## src/rtl/issue_queue_pkg.sv

```systemverilog
// Shared definitions for the dual-issue instruction queue.
//   - META_W and the bit offsets of the metadata word
//     {is_priv, is_alu, rd[4:0], rj[4:0], rk[4:0]}
//   - FSM state encoding (RUN / HOLD)
//   - NOP constant driven on any slot that does not issue
//   - small field-extraction helpers
package issue_queue_pkg;

    localparam int META_W   = 17;
    localparam int REG_W    = 5;
    localparam int RK_LSB   = 0;
    localparam int RJ_LSB   = 5;
    localparam int RD_LSB   = 10;
    localparam int ALU_BIT  = 15;
    localparam int PRIV_BIT = 16;

    // A slot that does not issue carries all-zero metadata; the payload of
    // such a slot is likewise all-zero (replicated from NOP_BIT).
    localparam logic [META_W-1:0] NOP_META = '0;
    localparam logic              NOP_BIT  = 1'b0;

    typedef enum logic {
        ST_RUN  = 1'b0,
        ST_HOLD = 1'b1
    } iq_state_e;

    function automatic logic [REG_W-1:0] meta_rd(input logic [META_W-1:0] m);
        return m[RD_LSB +: REG_W];
    endfunction

    function automatic logic [REG_W-1:0] meta_rj(input logic [META_W-1:0] m);
        return m[RJ_LSB +: REG_W];
    endfunction

    function automatic logic [REG_W-1:0] meta_rk(input logic [META_W-1:0] m);
        return m[RK_LSB +: REG_W];
    endfunction

    function automatic logic meta_priv(input logic [META_W-1:0] m);
        return m[PRIV_BIT];
    endfunction

    function automatic logic meta_alu(input logic [META_W-1:0] m);
        return m[ALU_BIT];
    endfunction

endpackage

```

## src/rtl/issue_pair_check.sv

```systemverilog
// Decides whether the two oldest queue entries may issue together.
// Ports:
//   meta0   in  META_W  metadata of the older entry (slot0)
//   meta1   in  META_W  metadata of the younger entry (slot1)
//   dual_ok out 1       both are non-privileged ALU ops writing distinct,
//                       non-zero destinations with no RAW/WAR hazard
//                       between them
// Occupancy and FSM state are qualified by the caller.
module issue_pair_check
    import issue_queue_pkg::*;
(
    input  logic [META_W-1:0] meta0,
    input  logic [META_W-1:0] meta1,
    output logic              dual_ok
);

    logic [REG_W-1:0] rd0, rj0, rk0;
    logic [REG_W-1:0] rd1, rj1, rk1;
    logic             kinds_ok;
    logic             regs_ok;

    assign rd0 = meta_rd(meta0);
    assign rj0 = meta_rj(meta0);
    assign rk0 = meta_rk(meta0);
    assign rd1 = meta_rd(meta1);
    assign rj1 = meta_rj(meta1);
    assign rk1 = meta_rk(meta1);

    assign kinds_ok = meta_alu(meta0) && meta_alu(meta1) &&
                      !meta_priv(meta0) && !meta_priv(meta1);

    // rd==0 is excluded outright so r0 writes never have to be reasoned
    // about as a hazard.
    assign regs_ok = (rd0 != '0) && (rd1 != '0) &&
                     (rd0 != rj1) && (rd0 != rk1) && (rd0 != rd1) &&
                     (rd1 != rj0) && (rd1 != rk0);

    assign dual_ok = kinds_ok && regs_ok;

endmodule

```

## src/rtl/issue_queue.sv

```systemverilog
// Two-wide in-order issue queue (circular buffer) between decode and the
// register-read stage.
// Ports:
//   clk        in   1       rising-edge clock
//   rstn       in   1       asynchronous active-low reset
//   flush      in   1       discard every entry; wins over enqueue and pop
//   in_valid   in   2       per-slot enqueue request (2'b10 is ignored)
//   in_ready   out  1       room for two entries (from registered count)
//   in_pkt0/1  in   PKT_W   payloads
//   in_meta0/1 in   META_W  {is_priv, is_alu, rd, rj, rk}
//   out_valid  out  2       issue slots (2'b10 never driven)
//   out_ready  in   1       downstream accepts all valid slots
//   out_pkt0/1 out  PKT_W   issued payloads (zero when not issuing)
//   out_meta0/1 out META_W  issued metadata (zero when not issuing)
//   count      out  CNT_W   current occupancy
//   dbg_state  out  1       FSM state (0 = RUN, 1 = HOLD)
//
// Handshake: an enqueue happens on a rising edge where in_ready=1 and
// in_valid[0]=1 (and no flush); an issue happens on a rising edge where
// out_valid[0]=1 and out_ready=1, popping every valid slot at once. All
// outputs are combinational from registered state only.
module issue_queue
    import issue_queue_pkg::*;
#(
    parameter int DEPTH = 8,
    parameter int PKT_W = 128
) (
    input  logic                     clk,
    input  logic                     rstn,
    input  logic                     flush,
    input  logic [1:0]               in_valid,
    output logic                     in_ready,
    input  logic [PKT_W-1:0]         in_pkt0,
    input  logic [PKT_W-1:0]         in_pkt1,
    input  logic [META_W-1:0]        in_meta0,
    input  logic [META_W-1:0]        in_meta1,
    output logic [1:0]               out_valid,
    input  logic                     out_ready,
    output logic [PKT_W-1:0]         out_pkt0,
    output logic [PKT_W-1:0]         out_pkt1,
    output logic [META_W-1:0]        out_meta0,
    output logic [META_W-1:0]        out_meta1,
    output logic [$clog2(DEPTH):0]   count,
    output logic                     dbg_state
);

    localparam int PTR_W = $clog2(DEPTH);
    localparam int CNT_W = PTR_W + 1;

    // Storage (not reset: contents are meaningless while count is zero)
    logic [PKT_W-1:0]  pkt_q  [DEPTH];
    logic [META_W-1:0] meta_q [DEPTH];

    logic [PTR_W-1:0] head_q, head_d;
    logic [PTR_W-1:0] tail_q, tail_d;
    logic [CNT_W-1:0] count_q, count_d;
    iq_state_e        state_q, state_d;

    logic [PTR_W-1:0]  head1, tail1;
    logic [META_W-1:0] head_meta0, head_meta1;
    logic              dual_ok;
    logic              slot0_ok, slot1_ok;
    logic              push_en, pop_en;
    logic [1:0]        push_n, pop_n;

    assign head1 = head_q + PTR_W'(1);
    assign tail1 = tail_q + PTR_W'(1);

    assign head_meta0 = meta_q[head_q];
    assign head_meta1 = meta_q[head1];

    issue_pair_check u_pair_check (
        .meta0   (head_meta0),
        .meta1   (head_meta1),
        .dual_ok (dual_ok)
    );

    // ---------------- enqueue side ----------------
    // Readiness ignores same-cycle pops so it depends on registers only.
    assign in_ready = (count_q <= CNT_W'(DEPTH - 2));
    // in_valid[0]=0 covers both "no request" and the illegal 2'b10.
    assign push_en  = in_ready && in_valid[0] && !flush;
    assign push_n   = !push_en    ? 2'd0 :
                      in_valid[1] ? 2'd2 : 2'd1;

    // ---------------- issue side ----------------
    assign slot0_ok  = (state_q == ST_RUN) && (count_q != '0);
    assign slot1_ok  = slot0_ok && (count_q >= CNT_W'(2)) && dual_ok;
    assign out_valid = {slot1_ok, slot0_ok};

    assign out_pkt0  = slot0_ok ? pkt_q[head_q] : {PKT_W{NOP_BIT}};
    assign out_meta0 = slot0_ok ? head_meta0    : NOP_META;
    assign out_pkt1  = slot1_ok ? pkt_q[head1]  : {PKT_W{NOP_BIT}};
    assign out_meta1 = slot1_ok ? head_meta1    : NOP_META;

    assign pop_en = out_ready && slot0_ok && !flush;
    assign pop_n  = !pop_en  ? 2'd0 :
                    slot1_ok ? 2'd2 : 2'd1;

    assign count     = count_q;
    assign dbg_state = state_q;

    // ---------------- next state ----------------
    always_comb begin
        head_d  = head_q + PTR_W'(pop_n);
        tail_d  = tail_q + PTR_W'(push_n);
        count_d = count_q + CNT_W'(push_n) - CNT_W'(pop_n);
        state_d = state_q;
        case (state_q)
            // A privileged op leaving slot0 blocks issue for one cycle so
            // the next instruction sees its side effects.
            ST_RUN:  if (pop_en && meta_priv(head_meta0)) state_d = ST_HOLD;
            ST_HOLD: state_d = ST_RUN;
            default: state_d = ST_RUN;
        endcase
        if (flush) begin
            head_d  = '0;
            tail_d  = '0;
            count_d = '0;
            state_d = ST_RUN;
        end
    end

    always_ff @(posedge clk or negedge rstn) begin
        if (!rstn) begin
            head_q  <= '0;
            tail_q  <= '0;
            count_q <= '0;
            state_q <= ST_RUN;
        end else begin
            head_q  <= head_d;
            tail_q  <= tail_d;
            count_q <= count_d;
            state_q <= state_d;
        end
    end

    always_ff @(posedge clk) begin
        if (push_en) begin
            pkt_q[tail_q]  <= in_pkt0;
            meta_q[tail_q] <= in_meta0;
            if (in_valid[1]) begin
                pkt_q[tail1]  <= in_pkt1;
                meta_q[tail1] <= in_meta1;
            end
        end
    end

endmodule

```

## config.mk

```make
export PLATFORM = sky130hd
export DESIGN_NAME = issue_queue
export DESIGN_NICKNAME = d
export VERILOG_FILES = /design/src/rtl/issue_queue_pkg.sv /design/src/rtl/issue_pair_check.sv /design/src/rtl/issue_queue.sv
export SDC_FILE = /design/constraint.sdc
export NUM_CORES = 2
export LEC_CHECK = 0
export ABC_AREA = 1
export CAP_MARGIN = 20
export CORE_MARGIN = 2
export CORE_UTILIZATION = 26
export DETAILED_ROUTE_END_ITERATION = 8
export PLACE_DENSITY = 0.41
export SLEW_MARGIN = 20
export SYNTH_ARGS = -nofsm -noshare
export SYNTH_HDL_FRONTEND = slang
export SYNTH_SLANG_ARGS = --single-unit
```

## constraint.sdc

```tcl
create_clock -name clk -period 12.9 [get_ports clk]
set_clock_uncertainty 0.2 [all_clocks]
set_input_delay 1.935 -clock clk [delete_from_list [all_inputs] [get_ports clk]]
set_output_delay 1.935 -clock clk [all_outputs]
set_load 0.01 [all_outputs]
```

## Word-level counts from Yosys, hierarchy flattened

Memory sizes are Yosys's and may differ from the RTL's.
Index checks and enable logic that the tools add are counted.

| operators by class | value |
|---|---|
| add/subtract/negate cells | 6 |
| $lt $le $gt $ge | 2 |
| equal/unequal tests | 5 |
| multiplexer cells | 19 |
| bitwise logic cells | 1 |
| reduce and logical (&&, ||, !) cells | 24 |

Operator list:

| operator | number |
|---|---|
| 128-bit 2-to-1 mux | 2 |
| 17-bit 2-to-1 mux | 2 |
| 5-bit != test | 5 |
| 1-bit logical AND | 18 |
| 5-bit nonzero test | 2 |
| 2-bit 2-to-1 mux | 4 |
| 1-bit 2-to-1 mux | 7 |
| 3-bit by 1-bit adder with 3-bit output (second input constant) | 2 |
| 3-bit by 2-bit adder with 3-bit output | 2 |
| 3-bit 2-to-1 mux | 2 |
| 4-bit by 2-bit adder with 4-bit output | 1 |
| 4-bit by 2-bit >= comparator with 1-bit output (second input constant) | 1 |
| 4-bit by 3-bit <= comparator with 1-bit output (second input constant) | 1 |
| 4-bit 2-to-1 mux | 1 |
| 4-bit nonzero test | 1 |
| 4-bit by 2-bit subtractor with 4-bit output | 1 |
| 1-bit zero test | 3 |
| 1-bit one-hot mux with 2 select lines | 1 |
| 1-bit inverter | 1 |

| storage, ports and cells | value |
|---|---|
| bits in registers | 11 |
| bits in writable memories | 1160 |
| input port bits | 296 |
| output and inout port bits | 298 |
| logic and storage cells | 63 |
| memories kept | 2 |

Memory list:

| memory | depth | bits a word | rd ports | clocked after memory_dff | write ports | line | RTL |
|---|---|---|---|---|---|---|---|
| pkt_q | 8 | 128 | 2 | 0 | 2 | issue_queue.sv:51 | `logic [PKT_W-1:0] pkt_q [DEPTH];` |
| meta_q | 8 | 17 | 2 | 0 | 2 | issue_queue.sv:52 | `logic [META_W-1:0] meta_q [DEPTH];` |

## Depth between registers and ports, before layout

An unclocked memory read counts as a cell.

| depth | value |
|---|---|
| depth in word-level cells | 15 |
| mapped depth | 26 |
| gate-level depth less buffers | 22 |

## By module

A second synthesis with hierarchy kept.

| second synthesis, totals | value |
|---|---|
| cells, all modules | 11603 |
| area, all modules | 80158.1 µm² |

By module, submodules not included:

| module | times used | cells an instance | area each (µm²) | sequential area each (µm²) |
|---|---|---|---|---|
| issue_queue | 1 | 11514 | 79734.0 | 35108.7 |
| issue_pair_check | 1 | 89 | 424.2 | 0.0 |

## Worst setup path before layout

Ideal clock, no wire load.

| timing | value |
|---|---|
| path kind | input port to flip-flop |
| start point | input port flush |
| end point | memory meta_q[4][0], enable pin |
| setup time | 850 ps |
| arrival time | 12678 ps |
| setup slack | -827 ps |
| stages on the path | 6 |
| path through | clkbuf_1 -> inv_1 -> nand3_1 -> inv_1 -> nand3_1 -> o21ai_0 |

RTL lines:

| element | line | RTL |
|---|---|---|
| start, declared | issue_queue.sv:30 | `input logic flush,` |
| end, declared | issue_queue.sv:52 |  |

## Final worst setup path

| timing | value |
|---|---|
| start point | register head_q[0] |
| end point | output port out_pkt0[121] |

| between the ends | value |
|---|---|
| longest elaborated chain between the ends | 2 |

RTL lines:

| element | line | RTL |
|---|---|---|
| start, declared | issue_queue.sv:54 | `logic [PTR_W-1:0] head_q, head_d;` |
| start signal, assigned | issue_queue.sv:126 | `head_q <= '0;` |
| start signal, assigned | issue_queue.sv:131 | `head_q <= head_d;` |
| memory read 8 x 128 bit | - |  |
| 128-bit 2-to-1 mux | issue_queue.sv:91 | `assign out_pkt0 = slot0_ok ? pkt_q[head_q] : {PKT_W{NOP_BIT}};` |
| end, declared | issue_queue.sv:39 | `output logic [PKT_W-1:0] out_pkt0,` |

Every way passes these cells.

==> impl_metrics.env <==
export IMPL_syn_num_nets=8929
export IMPL_synth_avg_cell_area_um2=8.151
export IMPL_clockBufferDepth=3
export IMPL_synth_area_leaders="edfxtp_1 (50%), o21ai_0 (16%), nand2_1 (10%), a21oi_1 (4.8%), inv_1 (3.6%)"
export IMPL_layout_drive_gt1_share_pct=4.960
export IMPL_status="complete, no violations"
export IMPL_grt_max_degree=244
export IMPL_cts_setup_buffers=0
export IMPL_crit_path_end_kind="primary output"
export IMPL_maxCapViolCount=0
export IMPL_rr_worst_depth=20
export IMPL_crit_arrival_ns=6.86
export IMPL_gr_total_overflow=0
export IMPL_h_tree_depth=4
export IMPL_cp_num_buf_inv=6
export IMPL_fin_util_pct=30.88
export IMPL_hold_class="reg -> reg"
export IMPL_hold_start="tail_q[2]$_DFF_PN0_"
export IMPL_grt_use_total_pct=20.72
export IMPL_p_int_mw=8.499
export IMPL_ys_ff_latch=1171
export IMPL_yosys_cell_types_count=34
export IMPL_clkTransAtPathRegs_ns=0.07
export IMPL_start_util_pct=26.17
export IMPL_clkPwrFrac_pct=30.6
export IMPL_cpMaxStageDelayCell="buf_4"
export IMPL_cts_tree="yes"
export IMPL_setup_viol=0
export IMPL_worstSetupStartpointType="flip-flop"
export IMPL_num_rows=190
export IMPL_syn_cell_area_um2=70250
export IMPL_drt_iter0_drc=6183
export IMPL_drt_total_wl_um=294400
export IMPL_io_buffers=592
export IMPL_max_stage_delay_ns=0.80
export IMPL_post_route_period_util_pct=69.71
export IMPL_rr_startpoint="head_q[1]$_DFF_PN0_"
export IMPL_startpoint="head_q[0]$_DFF_PN0_"
export IMPL_antenna_found_initial=43
export IMPL_synth_seq_area_share_pct=49.98
export IMPL_clock_sinks=1171
export IMPL_drt_vias_per_instance=5.133
export IMPL_tightest_slew_ns=1.236
export IMPL_path_class="reg -> out"
export IMPL_die_w_um=523.8
export IMPL_final_common_cell="o21ai_0"
export IMPL_syn_to_final_growth_pct=17.98
export IMPL_grt_pass1_wl_um=418300
export IMPL_r2r_setup_slack_ns=6.67
export IMPL_vias=62980
export IMPL_dp_slack_ns=4.781
export IMPL_ant_nets=0
export IMPL_cp_top_family="buffers and inverters"
export IMPL_relSlewSlack_pct=17.59
export IMPL_first_pass_iters=9
export IMPL_worst_hold_slack_ns=0.4514
export IMPL_required_ns=10.76
export IMPL_critPathCapture="out_pkt0[121]"
export IMPL_synth_top_area_share_pct=49.59
export IMPL_peakVddDrop_v=0.0001316
export IMPL_netSwitchingPower_mw=5.368
export IMPL_cpMostUsedCell="buf_4"
export IMPL_ys_warn_count=0
export IMPL_grt_setup_unrepaired="no"
export IMPL_switching_share_pct=38.71
export IMPL_chipHeight_um=523.8
export IMPL_rr_endpoint="count[3]$_DFF_PN0_"
export IMPL_slew_viol_final=0
export IMPL_cts_buffers=154
export IMPL_hpwlAfterDp_um=167000
export IMPL_worstPathMaxFanout=206
export IMPL_period_needed_ns=8.992
export IMPL_num_nets_final=8897
export IMPL_cts_resized=0
export IMPL_die_area_um2=274400
export IMPL_crit_chain="buf_4 -> buf_4 -> buf_4 -> buf_4 -> buf_12 -> o21ai_0 -> o21ai_0 -> o21ai_0 -> a31oi_1 -> clkdlybuf4s50_1"
export IMPL_hold_violations=0
export IMPL_clockRootBuffer="clkbuf_16"
export IMPL_power_frac_comb_pct=37.6
export IMPL_fin_ws_ns=3.908
export IMPL_cellPowerDensity_nw_per_um2=167.3
export IMPL_grt_pass1_vias=58730
export IMPL_holdBufCountCts=0
export IMPL_place_congestion=0.8523
export IMPL_wire_per_inst_um=23.99
export IMPL_coreArea_um2=268400
export IMPL_seqPwrFrac_pct=31.8
export IMPL_insertion_delay_ns=0.80
export IMPL_final_cell_mix="o21ai_0 (2,223), nand2_1 (1,925), edfxtp_1 (1,160)"
export IMPL_drc_errors=0
export IMPL_cp_num_cells=10
export IMPL_synthCells=8619
export IMPL_max_freq_mhz=111.2
export IMPL_io_pins=594
export IMPL_p_leak_nw=30.89
export IMPL_synth_top_area_cell="edfxtp_1"
flip-flops by register name, indices dropped and copies added, names as in the netlist:
name	flops
meta_q	136
count	4
head_q	3
pkt_q	1024
dbg_state	1
tail_q	3
worst min-delay path, delay by kind of cell, from the launching register on:
kind          cells  cell delay, ns
flops             1            0.44
xor+xnor          1            0.09
simple gates      1            0.08
synth_stat cells:
library cell	count
o211ai_1	152
o21ai_0	2231
fa_1	4
inv_4	1
buf_2	69
a31oi_1	257
clkbuf_1	560
nor2_1	217
nor2_2	12
nor2_4	90
inv_2	2
nand2_1	1926
xor2_4	1
nand4_1	9
inv_1	673
dfrtp_1	11
a32oi_1	128
nand3b_1	1
conb_1	1
buf_4	15
edfxtp_1	1160
a21o_1	1
xnor2_1	3
xnor2_2	1
clkbuf_2	145
clkinv_1	1
ha_1	10
o21ai_1	9
o22ai_1	1
a21oi_1	676
buf_6	10
buf_1	80
buf_12	9
nand3_1	153
metal layers:
layer / routed length, um / global-route usage, %
met5: 119 / 0
met3: 17330 / 2.820
met1: 130400 / 27.92
met4: 6851 / 5.119
met2: 139700 / 34.87
area by class of cell:
| class | count | area, um^2 |
|---|---|---|
| diodes | 10 | 25.02 |
| clock buffers | 201 | 4125 |
| clock inverters | 77 | 711.9 |
| fillers | 27990 | 185500 |
| inverters | 677 | 2572 |
| multi-input cells | 5883 | 28880 |
| flip-flops and latches | 1171 | 35120 |
| well taps | 3552 | 4444 |
| repair buffers | 700 | 7007 |
cell families after synthesis:
family | synth area share [%]
other | 0.005338
AO/OA/AOI/OAI | 26.30
flip-flops | 49.98
buffers and inverters | 9.142
XOR/XNOR | 0.09976
AND/OR/NAND/NOR | 14.18
adder cells (fa/ha/maj) | 0.2921
how the worst min path moves through the flow:
stage / to / slack (ns) / cells past startpoint
4_1_cts: tail_q[2]$_DFF_PN0_ / 0.46 / 2
5_1_grt: tail_q[2]$_DFF_PN0_ / 0.52 / 2
3_3_place_gp: tail_q[2]$_DFF_PN0_ / 0.42 / 2
3_5_place_dp: tail_q[2]$_DFF_PN0_ / 0.44 / 2
6_report: tail_q[2]$_DFF_PN0_ / 0.45 / 2
2_1_floorplan: tail_q[2]$_DFF_PN0_ / 0.38 / 2
power groups by stage:
stage	registers (mW)	logic, mW	clock network, mW
floorplan	4.52	2.98	0
global placement	4.48	5.23	0
detailed placement	4.48	5.25	0
CTS	4.40	5.27	4.36
global route	4.41	5.69	4.48
finish	4.40	5.22	4.25
stage by stage:
step / cell area (um^2) / TNS [ns] / total power, mW / instances
global placement: 77980 / 0 / 9.711 / 11980
global route: 82870 / 0 / 14.58 / 12270
finish: 82880 / 0 / 13.87 / 12270
floorplan: 70250 / -958.85 / 7.500 / 8619
detailed placement: 78010 / 0 / 9.730 / 11980
CTS: 82850 / 0 / 14.03 / 12260
No activity file was read; power rests on OpenSTA's default activity.
